$ cat src/rtl/lfa_adc_pkg.sv
// Shared types and constants for the LFA line-sensor ADC reader.
// Holds the sequencer states, the channel rotation and the control-word helper.
package lfa_adc_pkg;

   localparam int FRAME_CLKS     = 16;
   localparam int GAP_TICKS      = 3;
   localparam int RESULT_W       = 12;
   localparam int ADDR_W         = 3;
   localparam int FRAME_END_TICK = 2 * FRAME_CLKS + 1;
   localparam int PERIOD_TICKS   = FRAME_END_TICK + GAP_TICKS;

   typedef enum logic [1:0] {
      IDLE  = 2'd0,
      FRAME = 2'd1,
      GAP   = 2'd2
   } state_e;

   typedef enum logic [1:0] {
      SEL_LEFT  = 2'd0,
      SEL_MID   = 2'd1,
      SEL_RIGHT = 2'd2
   } sel_e;

   function automatic sel_e next_sel(input sel_e s);
      case (s)
         SEL_LEFT: return SEL_MID;
         SEL_MID:  return SEL_RIGHT;
         default:  return SEL_LEFT;
      endcase
   endfunction

   // Bit for SCLK clock (sclk_idx+1) of {2'b00, addr, 3'b000} followed by eight zeros, MSB first.
   function automatic logic ctrl_bit(input logic [ADDR_W-1:0] addr, input logic [3:0] sclk_idx);
      logic [15:0] word;
      word = {2'b00, addr, 3'b000, 8'h00};
      return word[4'd15 - sclk_idx];
   endfunction

endpackage

$ cat src/rtl/lfa_adc_reader_tick.sv
// SCLK half-period divider: counts 0..CLK_DIV-1 and pulses tick_o on the last count.
// clr_i restarts the count so the first frame edge lands a fixed distance after T0.
module lfa_adc_tick #(
   parameter int CLK_DIV = 25
) (
   input  logic clk_i,
   input  logic rst_n_i,
   input  logic clr_i,
   output logic tick_o
);

   localparam int CNT_W = (CLK_DIV > 2) ? $clog2(CLK_DIV) : 1;
   localparam logic [CNT_W-1:0] LAST = CNT_W'(CLK_DIV - 1);

   logic [CNT_W-1:0] cnt_q;
   logic [CNT_W-1:0] cnt_d;

   assign tick_o = (cnt_q == LAST);

   always_comb begin
      cnt_d = cnt_q + 1'b1;
      if (clr_i || tick_o) begin
         cnt_d = '0;
      end
   end

   always_ff @(posedge clk_i or negedge rst_n_i) begin
      if (!rst_n_i) begin
         cnt_q <= '0;
      end else begin
         cnt_q <= cnt_d;
      end
   end

endmodule

$ cat src/rtl/lfa_adc_reader.sv
// ADC128S022 sequencer: round-robins left/middle/right channels and keeps the latest result
// of each. The ADC returns data one frame late, so each result goes to the previous frame's channel.
module lfa_adc_reader
   import lfa_adc_pkg::*;
#(
   parameter int                CLK_DIV  = 25,
   parameter logic [ADDR_W-1:0] CH_LEFT  = 3'd3,
   parameter logic [ADDR_W-1:0] CH_MID   = 3'd2,
   parameter logic [ADDR_W-1:0] CH_RIGHT = 3'd1
) (
   input  logic                clk_50M,
   input  logic                rst_n,
   input  logic                en,
   output logic                adc_cs_n,
   output logic                adc_sck,
   output logic                adc_din,
   input  logic                adc_dout,
   output logic [RESULT_W-1:0] left,
   output logic [RESULT_W-1:0] middle,
   output logic [RESULT_W-1:0] right,
   output logic                data_valid,
   output logic                busy
);

   state_e              state_q,  state_d;
   sel_e                rot_q,    rot_d;
   sel_e                prev_q,   prev_d;
   logic                primed_q, primed_d;
   logic [5:0]          tcnt_q,   tcnt_d;
   logic                cs_n_q,   cs_n_d;
   logic                sck_q,    sck_d;
   logic                din_q,    din_d;
   logic [RESULT_W-1:0] shreg_q,  shreg_d;
   logic [RESULT_W-1:0] left_q,   left_d;
   logic [RESULT_W-1:0] mid_q,    mid_d;
   logic [RESULT_W-1:0] right_q,  right_d;
   logic                dv_q,     dv_d;
   logic                tick;
   logic                tick_clr;
   logic [5:0]          k;

   function automatic logic [ADDR_W-1:0] sel_addr(input sel_e s);
      case (s)
         SEL_LEFT: return CH_LEFT;
         SEL_MID:  return CH_MID;
         default:  return CH_RIGHT;
      endcase
   endfunction

   lfa_adc_tick #(
      .CLK_DIV (CLK_DIV)
   ) u_tick (
      .clk_i   (clk_50M),
      .rst_n_i (rst_n),
      .clr_i   (tick_clr),
      .tick_o  (tick)
   );

   assign k = tcnt_q + 6'd1;

   always_comb begin
      state_d  = state_q;
      rot_d    = rot_q;
      prev_d   = prev_q;
      primed_d = primed_q;
      tcnt_d   = tcnt_q;
      cs_n_d   = cs_n_q;
      sck_d    = sck_q;
      din_d    = din_q;
      shreg_d  = shreg_q;
      left_d   = left_q;
      mid_d    = mid_q;
      right_d  = right_q;
      dv_d     = 1'b0;
      tick_clr = 1'b0;

      case (state_q)
         IDLE: begin
            if (tick && en) begin
               state_d  = FRAME;
               cs_n_d   = 1'b0;
               primed_d = 1'b0;
               rot_d    = SEL_LEFT;
               tcnt_d   = '0;
               tick_clr = 1'b1;
            end
         end

         FRAME: begin
            if (tick) begin
               tcnt_d = k;
               if (k == 6'(FRAME_END_TICK)) begin
                  // Only 12 bits are kept; the four leading zero bits have already shifted out.
                  cs_n_d = 1'b1;
                  if (primed_q) begin
                     case (prev_q)
                        SEL_LEFT: left_d = shreg_q;
                        SEL_MID:  mid_d  = shreg_q;
                        default: begin
                           right_d = shreg_q;
                           dv_d    = 1'b1;
                        end
                     endcase
                  end
                  primed_d = 1'b1;
                  prev_d   = rot_q;
                  rot_d    = next_sel(rot_q);
                  state_d  = GAP;
               end else if (k[0]) begin
                  sck_d = 1'b0;
                  din_d = ctrl_bit(sel_addr(rot_q), k[4:1]);
               end else begin
                  sck_d   = 1'b1;
                  shreg_d = {shreg_q[RESULT_W-2:0], adc_dout};
               end
            end
         end

         GAP: begin
            if (tick) begin
               if (k == 6'(PERIOD_TICKS)) begin
                  tcnt_d = '0;
                  if (en) begin
                     state_d = FRAME;
                     cs_n_d  = 1'b0;
                  end else begin
                     state_d = IDLE;
                  end
               end else begin
                  tcnt_d = k;
               end
            end
         end

         default: begin
            state_d = IDLE;
            cs_n_d  = 1'b1;
            sck_d   = 1'b1;
         end
      endcase
   end

   always_ff @(posedge clk_50M or negedge rst_n) begin
      if (!rst_n) begin
         state_q  <= IDLE;
         rot_q    <= SEL_LEFT;
         prev_q   <= SEL_LEFT;
         primed_q <= 1'b0;
         tcnt_q   <= '0;
         cs_n_q   <= 1'b1;
         sck_q    <= 1'b1;
         din_q    <= 1'b0;
         shreg_q  <= '0;
         left_q   <= '0;
         mid_q    <= '0;
         right_q  <= '0;
         dv_q     <= 1'b0;
      end else begin
         state_q  <= state_d;
         rot_q    <= rot_d;
         prev_q   <= prev_d;
         primed_q <= primed_d;
         tcnt_q   <= tcnt_d;
         cs_n_q   <= cs_n_d;
         sck_q    <= sck_d;
         din_q    <= din_d;
         shreg_q  <= shreg_d;
         left_q   <= left_d;
         mid_q    <= mid_d;
         right_q  <= right_d;
         dv_q     <= dv_d;
      end
   end

   assign adc_cs_n   = cs_n_q;
   assign adc_sck    = sck_q;
   assign adc_din    = din_q;
   assign left       = left_q;
   assign middle     = mid_q;
   assign right      = right_q;
   assign data_valid = dv_q;
   assign busy       = (state_q != IDLE);

endmodule

$ cat config.mk
export PLATFORM = sky130hd
export DESIGN_NAME = lfa_adc_reader
export DESIGN_NICKNAME = d
export VERILOG_FILES = /design/src/rtl/lfa_adc_pkg.sv /design/src/rtl/lfa_adc_reader_tick.sv /design/src/rtl/lfa_adc_reader.sv
export SDC_FILE = /design/constraint.sdc
export NUM_CORES = 1
export LEC_CHECK = 0
export ABC_AREA = 0
export CAP_MARGIN = 0
export CELL_PAD_IN_SITES_DETAIL_PLACEMENT = 0
export CELL_PAD_IN_SITES_GLOBAL_PLACEMENT = 1
export CORE_MARGIN = 4
export CORE_UTILIZATION = 47
export CTS_BUF_LIST = sky130_fd_sc_hd__clkbuf_16
export CTS_CLUSTER_DIAMETER = 100
export DETAILED_ROUTE_END_ITERATION = 10
export PLACE_DENSITY = 0.87
export SYNTH_ARGS = -nofsm -noshare
export SYNTH_HDL_FRONTEND = slang
export SYNTH_SLANG_ARGS = --single-unit
export TNS_END_PERCENT = 5
$ cat constraint.sdc
create_clock -name clk_50M -period 6.5 [get_ports clk_50M]
set_clock_uncertainty 0.05 [all_clocks]
set_input_delay 1.3 -clock clk_50M [delete_from_list [all_inputs] [get_ports clk_50M]]
set_output_delay 1.3 -clock clk_50M [all_outputs]
set_load 0.02 [all_outputs]
==> flow_metrics.tcl <==
set metrics [dict create \
    outcome "finished, final reports clean" \
    critical_path_max_stage_delay_ns 0.59 \
    share_of_synthesized_registers_carrying_an_async_set_or_reset 1.00 \
    netlist.top_cell.by_area "dfrtp_1" \
    netlist-cell-type-count 46 \
    cts.htree.levels 3 \
    post_cts_resized 0 \
    timing.critical_path.slowest_stage_cell "clkdlybuf4s50_1" \
    postSynthCellCount 246 \
    dp.cells 359 \
    finalNonFillerCells 375 \
    placement_rows 29 \
    final_hold_violation_count 0 \
    dr.pass1.iters 4 \
    mappedNetlistNets 258 \
    worst-path-buf-inv 3 \
    dp_slack_ns 3.48 \
    layout.cells.most_common_list "68 x dfrtp_1, 52 x mux2_2, 43 x clkdlybuf4s50_1, 12 x nor2_1, 11 x inv_1" \
    wire_per_inst_um 15.8 \
    critPathLaunchType "register" \
    design.die.area_um2 8090 \
    core_area_um2 6420 \
    leakage_nw 1.88 \
    route.vias.total 2038 \
    rsz0062_at_grt "false" \
    synth_simple_gate_area_frac 0.0971 \
    synth-compound-area-share 0.0801 \
    die-width_um 89.9 \
    fraction_of_synthesized_area_in_multiplexers 0.189 \
    gp_weighted_congestion 0.748 \
    cp_data_required_time_ns 5.15 \
    leading_cell_type_in_the_layout_fill_and_taps_excluded "dfrtp_1" \
    synth_edf_count 0 \
    post_synth_xor_area_fraction 0.0167 \
    min_period_ns 3.10 \
    drt_drc_violations_left 0 \
    ctsHoldBuffers 0 \
    drive_gt1_frac 0.272 \
    power.density_cell_area_nw_per_um2 248 \
    synth_ff_type "dfrtp_1" \
    cts_post_setup_buffers_inserted 0 \
    die_height_um 89.9 \
    ios 45 \
    detailedPlacementHpwl_um 3950 \
    vias_per_cell 5.43 \
    max_slew.worst_pin.slew_ns 0.877 \
    synth_top_family_by_area "multiplexers" \
    crit_path_frequent_cell "inv_1" \
    drt_iter0_markers 86 \
    clock-root-buffer "clkbuf_16" \
    cts_buffers 9 \
    yosysWarningCount 0 \
    route.antenna.remaining_nets 0 \
    max_freq_mhz 322 \
    count_of_antenna_diodes_in_the_layout 0 \
    portBuffers 44 \
    grt_max_degree 71 \
    number_of_antenna_violations_at_the_first_check_in_global_routing 0 \
    synth.avg_cell_area_um2 12.8 \
    ir_drop_uv 146 \
    worst_skew_pair.late_latency_ns 0.33 \
    grt_pass1_vias 2083 \
    synth_area_um2 3160 \
    ordered_list_of_cells_on_the_worst_path "inv_1, ha_1, inv_1, clkdlybuf4s50_1" \
    timing.critical_path.arrival_ns 1.75 \
    synth_area_leaders "dfrtp_1 54%, mux2_2 19%, ha_1 3.2%, dfstp_2 1.7%, o21ai_0 1.6%" \
    synth_top_area_frac 0.539 \
    ys_seq_elements 70 \
    cts.sinks 70 \
    initial_cell_density_of_the_core 0.491 \
    worstSetupEndpointType "output port" \
    setup_viol 0 \
    groute.usage.overall 0.159 \
    routed_wirelength_um 5930 \
    critical-path-top-delay-family "buffers and inverters" \
    area_growth_syn_to_layout_pct 25.9 \
    worstPathMaxFanout 7 \
    cts_tree "done" \
    hp-class "register to register" \
    drv_cap 0 \
    timing.slew.headroom 0.415 \
    final_critical_path_setup_slack_ns 3.40 \
    cts_max_path_buffers 2 \
    clk_transition_reported_paths_ns 0.06 \
    final_min_period_over_clock_period 0.477 \
    final_net_count 305 \
    final_max_slew_viol_count 0 \
    overflow 0 \
    timing.setup.tns_ns 0 \
    grt_first_pass_wirelength_um 10400 \
    worst-setup-path-type "register to output port" \
    yosysSeqAreaShare 0.556 \
    synth-adder-area-share 0.0317 \
]
-- cell families (layout without fill, tap and decap cells) --
group,after synthesis,count (layout)
AO/OA/AOI/OAI,35,35
buffers and inverters,20,72
adder cells (fa/ha/maj),8,8
XOR/XNOR,6,6
AND/OR/NAND/NOR,54,54
flip-flops,70,70
multiplexers,53,53
-- state kept, by name, indices dropped and copies added, names as in the netlist, 2 cells and up --
name	count
u_tick.cnt_q	5
middle	12
left	12
prev_q	2
state_q	2
shreg_q	12
right	12
tcnt_q	6
rot_q	2
-- cell type report --
class / instances / area, um^2
Fill cell: 514 / 2450
Sequential cell: 70 / 1750
Multi-Input combinational cell: 156 / 1310
Timing Repair Buffer: 45 / 443
Clock buffer: 9 / 225
Clock inverter: 7 / 106
Tap cell: 77 / 96.3
Inverter: 11 / 41.3
-- report_power, final --
group / internal [mW] / switching [mW]
Sequential: 0.436 / 0.000356
Combinational: 0.00219 / 0.00871
Clock: 0.342 / 0.195
-- worst register-to-register path, stage by stage (launching register included) --
cell      delay (ns)
dfrtp_1         0.42
inv_1           0.07
ha_1            0.15
and4b_1         0.47
and3_1          0.22
o2111a_1        0.23
nor3b_4         0.64
mux2_2          0.43
-- layer usage --
metal  vias up  global-route usage  routed length, um
li1        975                   -                  -
met1      1014               0.215               2800
met2        42               0.246               2800
met3         7              0.0409                252
met4         0              0.0625                 80
met5         -                   0                  0
-- final timing paths --
| kind | depth (start not counted) | end | slack, ns | from |
|---|---|---|---|---|
| min in group asynchronous | 2 | state_q[0] | 1.10 | rst_n |
| setup / recovery | 4 | busy | 3.40 | state_q[0] |
| hold / removal | 1 | right[6] | 0.45 | right[6] |
| max in group asynchronous | 2 | middle[10] | 4.70 | rst_n |
| setup reg to reg | 7 | left[11] | 3.71 | u_tick.cnt_q[0] |
| hold reg to reg | 1 | right[6] | 0.45 | right[6] |
-- per-stage QoR --
step	hold slack, ns	power (mW)	utilization	cell area [um^2]
6_report	0.453	0.984	0.619	3970
4_1_cts	0.455	0.995	0.619	3970
3_3_place_gp	0.432	0.456	0.567	3640
3_5_place_dp	0.443	0.456	0.567	3640
5_1_grt	0.468	1.02	0.619	3970
2_1_floorplan	0.404	0.445	-	3160
-- cells in the mapped netlist (all sizes together) (2+ instances only) --
cell type,n
dfrtp,68
mux2,52
nor2,12
inv,11
o21ai,10
nand2,9
ha,8
nand3,8
buf,6
a21oi,4
and2,4
nand2b,4
xor2,4
a22o,3
a31o,3
clkbuf,3
nor2b,3
o31ai,3
and3,2
dfstp,2
nand4,2
nor3,2
nor4b,2
or2,2
xnor2,2
Power figures use the tool's default switching activity.
